<file path="src/rtl/nth_one_pkg.sv">
// Shared types and constants for the N-th one detector channels.
package nth_one_pkg;

  typedef enum logic [1:0] {
    IDLE,
    COUNT,
    HIT
  } nth_state_t;

  localparam logic MODE_CUMUL  = 1'b0;
  localparam logic MODE_CONSEC = 1'b1;

endpackage

</file>
<file path="src/rtl/nth_one_channel.sv">
// One detector channel: counts 1-samples and flags the N-th one from state.
module nth_one_channel
  import nth_one_pkg::*;
#(
  parameter int unsigned CNT_W = 4
) (
  input  logic             clock,
  input  logic             n_reset,
  input  logic             x,
  input  logic             clear_all,
  input  logic [CNT_W-1:0] n,
  input  logic             mode,
  output logic             z,
  output logic [CNT_W-1:0] cnt
);

  localparam logic [CNT_W-1:0] ONE = CNT_W'(1);

  nth_state_t       state;
  logic [CNT_W-1:0] count;
  logic [CNT_W-1:0] count_inc;

  assign count_inc = count + ONE;

  always_ff @(posedge clock or negedge n_reset) begin
    if (!n_reset) begin
      state <= IDLE;
      count <= '0;
    end else if (clear_all || n == '0) begin
      state <= IDLE;
      count <= '0;
    end else begin
      unique case (state)
        IDLE, HIT: begin
          // A 1 in HIT starts a fresh run; with N=1 it lands straight in HIT again.
          if (x) begin
            state <= (n == ONE) ? HIT : COUNT;
            count <= ONE;
          end else begin
            state <= IDLE;
            count <= '0;
          end
        end
        COUNT: begin
          if (x) begin
            state <= (count_inc == n) ? HIT : COUNT;
            count <= count_inc;
          end else if (mode == MODE_CONSEC) begin
            state <= IDLE;
            count <= '0;
          end
        end
        default: begin
          state <= IDLE;
          count <= '0;
        end
      endcase
    end
  end

  assign z   = (state == HIT);
  assign cnt = count;

endmodule

</file>
<file path="src/rtl/nth_one_detector.sv">
// Multi-channel N-th one detector with shared runtime N and counting mode.
module nth_one_detector
  import nth_one_pkg::*;
#(
  parameter int unsigned CHANNELS  = 4,
  parameter int unsigned CNT_W     = 4,
  parameter int unsigned N_DEFAULT = 3
) (
  input  logic                      clock,
  input  logic                      n_reset,
  input  logic [CHANNELS-1:0]       x,
  input  logic                      clear,
  input  logic                      cfg_we,
  input  logic [CNT_W-1:0]          cfg_n,
  input  logic                      cfg_mode,
  output logic [CHANNELS-1:0]       z,
  output logic [CHANNELS*CNT_W-1:0] cnt,
  output logic [CNT_W-1:0]          n_cur,
  output logic                      mode_cur
);

  logic clear_all;

  // A config write also flushes every channel so no run straddles two configs.
  assign clear_all = clear | cfg_we;

  always_ff @(posedge clock or negedge n_reset) begin
    if (!n_reset) begin
      n_cur    <= CNT_W'(N_DEFAULT);
      mode_cur <= MODE_CUMUL;
    end else if (cfg_we) begin
      n_cur    <= cfg_n;
      mode_cur <= cfg_mode;
    end
  end

  for (genvar i = 0; i < CHANNELS; i++) begin : g_chan
    nth_one_channel #(
      .CNT_W(CNT_W)
    ) u_chan (
      .clock    (clock),
      .n_reset  (n_reset),
      .x        (x[i]),
      .clear_all(clear_all),
      .n        (n_cur),
      .mode     (mode_cur),
      .z        (z[i]),
      .cnt      (cnt[i*CNT_W +: CNT_W])
    );
  end

endmodule

</file>
<file path="config.mk">
export PLATFORM = sky130hd
export DESIGN_NAME = nth_one_detector
export DESIGN_NICKNAME = d
export VERILOG_FILES = /design/src/rtl/nth_one_pkg.sv /design/src/rtl/nth_one_channel.sv /design/src/rtl/nth_one_detector.sv
export SDC_FILE = /design/constraint.sdc
export NUM_CORES = 1
export LEC_CHECK = 0
export BUFFER_PORTS_ARGS = -buffer_cell sky130_fd_sc_hd__buf_4
export CAP_MARGIN = 15
export CORE_UTILIZATION = 55
export DETAILED_ROUTE_END_ITERATION = 10
export PLACE_DENSITY = 0.8
export SLEW_MARGIN = 30
export SYNTH_ARGS = -nofsm -noshare
export SYNTH_HDL_FRONTEND = slang
export SYNTH_HIERARCHICAL = 1
export SYNTH_SLANG_ARGS = --single-unit
</file>
<file path="constraint.sdc">
create_clock -name clock -period 5.3 [get_ports clock]
set_clock_uncertainty 0.2 [all_clocks]
set_input_delay 0.795 -clock clock [delete_from_list [all_inputs] [get_ports clock]]
set_output_delay 0.795 -clock clock [all_outputs]
set_load 0.05 [all_outputs]
</file>
==> summary.txt, run 1 <==
Run status
  • Outcome: finished, final reports clean

Yosys
  • Register area share after synthesis: 40.0%
  • Post-synth top area share: 37.1%
  • #FFs+latches synth: 29
  • Yosys warning count: 6
  • Synth area leader: dfrtp_1
  • Post-Syn Area: 1820 µm²
  • Top cells by area, synth: dfrtp_1, xnor2_1, xor2_1
  • Syn nets: 184
  • Syn_area_per_cell: 10.9 µm²
  • Synth unique cells: 25
  • Synthesized instance count: 167

Power and ir drop
  • Sw frac: 31.6%
  • Seq pwr share: 52.7%
  • Clk pwr share: 28.7%
  • P_int: 336 µW
  • Pwr dens: 222 nW/µm²
  • Static Leak: 0.000968 µW
  • Switching pwr: 155 µW
  • VDD IR max: 0.171 mV
  • Comb pwr share: 18.6%

Route
  • Drc violations: 0
  • DRT antenna net count: 0
  • Drt first pass iters: 5
  • WL final: 3960 µm
  • Wire per inst: 15.5 µm
  • DRT iter0 DRCs: 49
  • Vias per cell: 5.63
  • DR vias: 1441

Setup path
  • CP cell instances: buf_4
  • Critical Path AT: 1510 ps
  • Crit path max fanout: 14
  • Crit end category: output pin
  • Kind of critical path: flip-flop to output pin
  • CP max stage cell: dfrtp_1
  • R2R Setup Slk: 3270 ps
  • CP required: 4300 ps
  • Buffers & Inverters on Critical Path: 1
  • Worst path top cell family by delay: flip-flops
  • CP Launch Type: flip-flop
  • Crit path largest cell delay: 860 ps

STA
  • Tmin final: 2510 ps
  • Final worst path period share: 47.3%
  • Slew of the pin with the lowest slew margin: 780 ps
  • Slew headroom: 48.0%
  • Setup violations, final: 0
  • Max-slew violations: 0
  • RSZ-0062 raised after global routing: no
  • Final hold violations: 0
  • FMAX: 0.399 GHz
  • TNS Setup: 0 ps

Global route
  • Initial antenna violation count: 0
  • GRT overflow: 0
  • First-pass GRT wire length: 6720 µm
  • GR peak layer: met2
  • Vias in the first global route: 1498
  • GR Util All Layers: 25.8%
  • GRT met1 Usage: 32.2%
  • GR Util met3: 5.90%
  • Met2 Track Usage GR: 42.7%
  • Largest net degree at the start of global routing: 30

Clocking
  • Clock-pin slew on the worst setup and hold paths: 100 ps
  • Num CTS Buffers: 5
  • Clock Latency Late Sink: 330 ps
  • CTS Hold Bufs: 0
  • CTS tree: done
  • Clk sink count: 29
  • Maximum root-to-sink buffer count: 2
  • Post-CTS Setup Bufs: 0
  • CTS root buffer: clkbuf_4
  • Depth of the CTS H-tree: 2
  • Post-cts sizing count: 0

Cells and area
  • Diode count: 0
  • Nets@finish: 228
  • Final core occ: 71.3%
  • Most common cell after layout, fill and taps aside: buf_4
  • Most frequent cells in the layout: buf_4, dfrtp_1, xnor2_1
  • Layout cells sized above 1: 33.5%
  • Final Cell Area: 2210 µm²
  • Area grow syn2layout: 21.5%
  • Filler Cell Count: 263

Min path
  • Hold WC Path Type: input pin to async pin

Floorplan
  • Row cnt: 20
  • Die footprint: 3550 µm²
  • I/O Pins: 38
  • Initial core utilization: 58.7%
  • Die height: 59.6 µm
  • Chip width: 59.6 µm
  • Core area: 3100 µm²

Place
  • PortBufs: 37
  • HPWL Detailed: 2920 µm
  • Placed cell area: 2150 µm²
  • GP Congestion: 0.908

Job
  • Max-cap violations: 0
## cell families after synthesis
kind of cell | Yosys count | synth area share, %
AND/OR/NAND/NOR | 69 | 27.5
AO/OA/AOI/OAI | 32 | 13.2
multiplexers | 5 | 3.09
adder cells (fa/ha/maj) | 4 | 2.75
XOR/XNOR | 28 | 13.5
flip-flops | 29 | 40.0
## sequential cells by signal (all words and copies together) (netlist names)
name,count
g_chan.u_chan/cnt,16
g_chan.u_chan/state,8
mode_cur,1
n_cur,4
## power by group through the flow
| stage | clock network, µW | registers (µW) | logic, µW |
|---|---|---|---|
| global route | 153 | 262 | 98.9 |
| finish | 141 | 259 | 91.3 |
| detailed placement | 0 | 263 | 91.6 |
| CTS | 146 | 259 | 92.0 |
| floorplan | 0 | 276 | 44.7 |
| global placement | 0 | 264 | 88.8 |
## layer usage
metal	share of wire [%]	vias up
met5	0	-
met4	2.3	0
li1	-	710
met3	4.8	12
met2	49	48
met1	44	671
## cells in the mapped netlist (all sizes together)
| cell | instances |
|---|---|
| nand2 | 12 |
| o21bai | 4 |
| o21a | 4 |
| mux2 | 5 |
| xnor2 | 16 |
| nand2b | 8 |
| a22o | 8 |
| nand4 | 4 |
| nor2 | 4 |
| nor3 | 12 |
| a211o | 4 |
| dfrtp | 27 |
| ha | 4 |
| o32ai | 4 |
| dfstp | 2 |
| or3 | 8 |
| nand3 | 4 |
| or2 | 5 |
| xor2 | 12 |
| o21ai | 8 |
| nor2b | 8 |
| nor4 | 4 |
## area by class of cell
type / count / area, µm² / area share, %
flip-flops and latches: 29 / 728 / 32.9
well taps: 44 / 55.1 / 2.49
multi-input cells: 138 / 1090 / 49.4
repair buffers: 37 / 278 / 12.5
clock buffers: 8 / 58.8 / 2.66
## path summary, 6_finish.rpt
path,startpoint,end,depth (start not counted)
setup reg to reg,n_cur[2],g_chan[3].u_chan/state[0],4
setup / recovery,n_cur[3],n_cur[3],1
hold / removal,n_reset,g_chan[3].u_chan/cnt[0],1
hold reg to reg,g_chan[1].u_chan/cnt[1],g_chan[1].u_chan/cnt[1],1
min in group clock,g_chan[1].u_chan/cnt[1],g_chan[1].u_chan/cnt[1],1
max in group asynchronous,n_reset,n_cur[1],1
## through the flow
stage / total power (µW) / hold slack (ps) / instances / setup slack, ps
final: 491 / 164 / 256 / 2790
after global routing: 514 / 186 / 256 / 2710
after CTS: 497 / 172 / 256 / 2770
after detailed placement: 355 / 359 / 248 / 2770
after global placement: 352 / 358 / 248 / 2870
after floorplan: 320 / 299 / 167 / 3090
Power figures use the tool's default switching activity.
==> run 2, diff against run 1 <==
--- a/config.mk
+++ b/config.mk
@@ -7,9 +7,9 @@
 export LEC_CHECK = 0
 export BUFFER_PORTS_ARGS = -buffer_cell sky130_fd_sc_hd__buf_4
 export CAP_MARGIN = 15
-export CORE_UTILIZATION = 55
+export CORE_UTILIZATION = 54
 export DETAILED_ROUTE_END_ITERATION = 10
-export PLACE_DENSITY = 0.8
+export PLACE_DENSITY = 0.79
 export SLEW_MARGIN = 30
 export SYNTH_ARGS = -nofsm -noshare
 export SYNTH_HDL_FRONTEND = slang
==> constraint.sdc (replaced) <==
create_clock -name clock -period 2.5 [get_ports clock]
set_clock_uncertainty 0.2 [all_clocks]
set_input_delay 0.375 -clock clock [delete_from_list [all_inputs] [get_ports clock]]
set_output_delay 0.375 -clock clock [all_outputs]
set_load 0.05 [all_outputs]
==> summary.txt, run 2 (synthesis results as in run 1) <==
Job
  • Max-cap violations: 0

STA
  • Tmin final: 2110 ps
  • TNS Setup: 0 ps
  • Setup violations, final: 0
  • Hold Slack: 83.3 ps
  • Slew headroom: 46.2%
  • FMAX: 0.473 GHz
  • Max-slew violations: 0
  • Final worst path period share: 84.6%
  • RSZ-0062 raised after global routing: no
  • Final hold violations: 0
  • Slew of the pin with the lowest slew margin: 807 ps

Setup path
  • Kind of critical path: flip-flop to output pin
  • CP required: 1920 ps
  • R2R Setup Slk: 430 ps
  • Critical Path AT: 1540 ps
  • Register-to-Register Path Depth: 4
  • Buffers & Inverters on Critical Path: 1
  • CP Launch Type: flip-flop
  • Crit path largest cell delay: 880 ps
  • CP cell instances: buf_4
  • Worst path top cell family by delay: flip-flops
  • Crit path max fanout: 14
  • Crit end category: output pin
  • CP max stage cell: dfrtp_1
  • Stages on the worst setup path: 1

Clocking
  • Post-CTS Setup Bufs: 0
  • Post-cts sizing count: 0
  • Clock Latency Late Sink: 330 ps
  • Depth of the CTS H-tree: 2
  • Maximum root-to-sink buffer count: 2
  • Num CTS Buffers: 5
  • CTS root buffer: clkbuf_4
  • Clk sink count: 29
  • Clock-pin slew on the worst setup and hold paths: 90 ps
  • CTS Hold Bufs: 1
  • CTS tree: done

Route
  • Vias per cell: 5.67
  • WL final: 3990 µm
  • DRT iter0 DRCs: 58
  • Wire per inst: 15.6 µm
  • DRT antenna net count: 0
  • Drc violations: 0
  • DR vias: 1452
  • Drt first pass iters: 4

Cells and area
  • Layout cells sized above 1: 33.5%
  • Nets@finish: 229
  • Most common cell after layout, fill and taps aside: buf_4
  • Most frequent cells in the layout: buf_4, dfrtp_1, xnor2_1
  • Area grow syn2layout: 21.8%
  • Diode count: 0
  • Max reg flops: 16
  • Final core occ: 71.0%

Power and ir drop
  • Sw frac: 31.8%
  • Seq pwr share: 53.1%
  • Static Leak: 0.000971 µW
  • VDD IR max: 0.359 mV
  • Clk pwr share: 28.2%
  • Comb pwr share: 18.7%
  • Switching pwr: 329 µW
  • Pwr dens: 467 nW/µm²
  • P_int: 708 µW

Min path
  • Hold WC Path Type: input pin to flip-flop
  • Hold Path Depth: 2

Global route
  • GRT overflow: 0
  • Vias in the first global route: 1425
  • Initial antenna violation count: 0
  • First-pass GRT wire length: 6570 µm
  • Largest net degree at the start of global routing: 30
  • GR Util All Layers: 25.2%

Floorplan
  • Chip width: 60.1 µm
  • I/O Pins: 38
  • Die footprint: 3610 µm²
  • Die height: 60.1 µm
  • Row cnt: 20
  • Initial core utilization: 58.2%
  • Core area: 3130 µm²

Place
  • GP Congestion: 0.865
  • HPWL Detailed: 2840 µm
  • PortBufs: 37

Run status
  • Outcome: finished, final reports clean
run 2: cell count changes in the layout (fill, tap and decap cells not counted), sizes merged:
cell | before | now
dlygate4sd3 | 0 | 1
clkbuf | 8 | 7
run 2: final timing paths:
path / startpoint / to
setup / recovery: n_cur[2] / n_cur[2]
hold / removal: cfg_n[2] / n_cur[2]
setup reg to reg: n_cur[2] / g_chan[0].u_chan/state[0]
hold reg to reg: g_chan[3].u_chan/cnt[3] / g_chan[3].u_chan/cnt[3]
max in group asynchronous: n_reset / n_cur[1]
min in group asynchronous: n_reset / g_chan[2].u_chan/cnt[0]
run 2: power by group through the flow:
| stage | combinational [µW] | clock (µW) | sequential [µW] |
|---|---|---|---|
| after floorplan | 94.8 | 0 | 584 |
| after global placement | 188 | 0 | 558 |
| after detailed placement | 192 | 0 | 558 |
| after CTS | 195 | 299 | 549 |
| after global routing | 208 | 317 | 554 |
| final | 194 | 293 | 551 |
run 2: final cells by class:
class / count / area, µm²
clock buffers: 7 / 55.1
repair buffers: 38 / 288
fillers: 233 / 908
flip-flops and latches: 29 / 728
multi-input cells: 138 / 1090
well taps: 44 / 55.1
run 2: per-layer routing:
| layer | track usage (%) | vias up | part of all wire (%) |
|---|---|---|---|
| li1 | - | 702 | - |
| met1 | 30.1 | 713 | 44 |
| met2 | 41.6 | 32 | 50 |
| met3 | 7.36 | 5 | 4.1 |
| met4 | 11.3 | 0 | 1.3 |
| met5 | 0 | - | 0 |
run 2: worst register-to-register path: stages (launching register included):
cell	delay (ps)
dfrtp_1	880
xor2_1	240
xnor2_1	140
nand4_1	170
a211o_1	310
run 2: stage by stage:
step	area (µm²)	setup slack (ps)	std cells	total power, µW
floorplan	1820	454	167	679
global placement	2150	478	248	746
detailed placement	2150	412	248	751
CTS	2220	391	256	1040
global route	2220	338	256	1080
finish	2220	386	256	1040
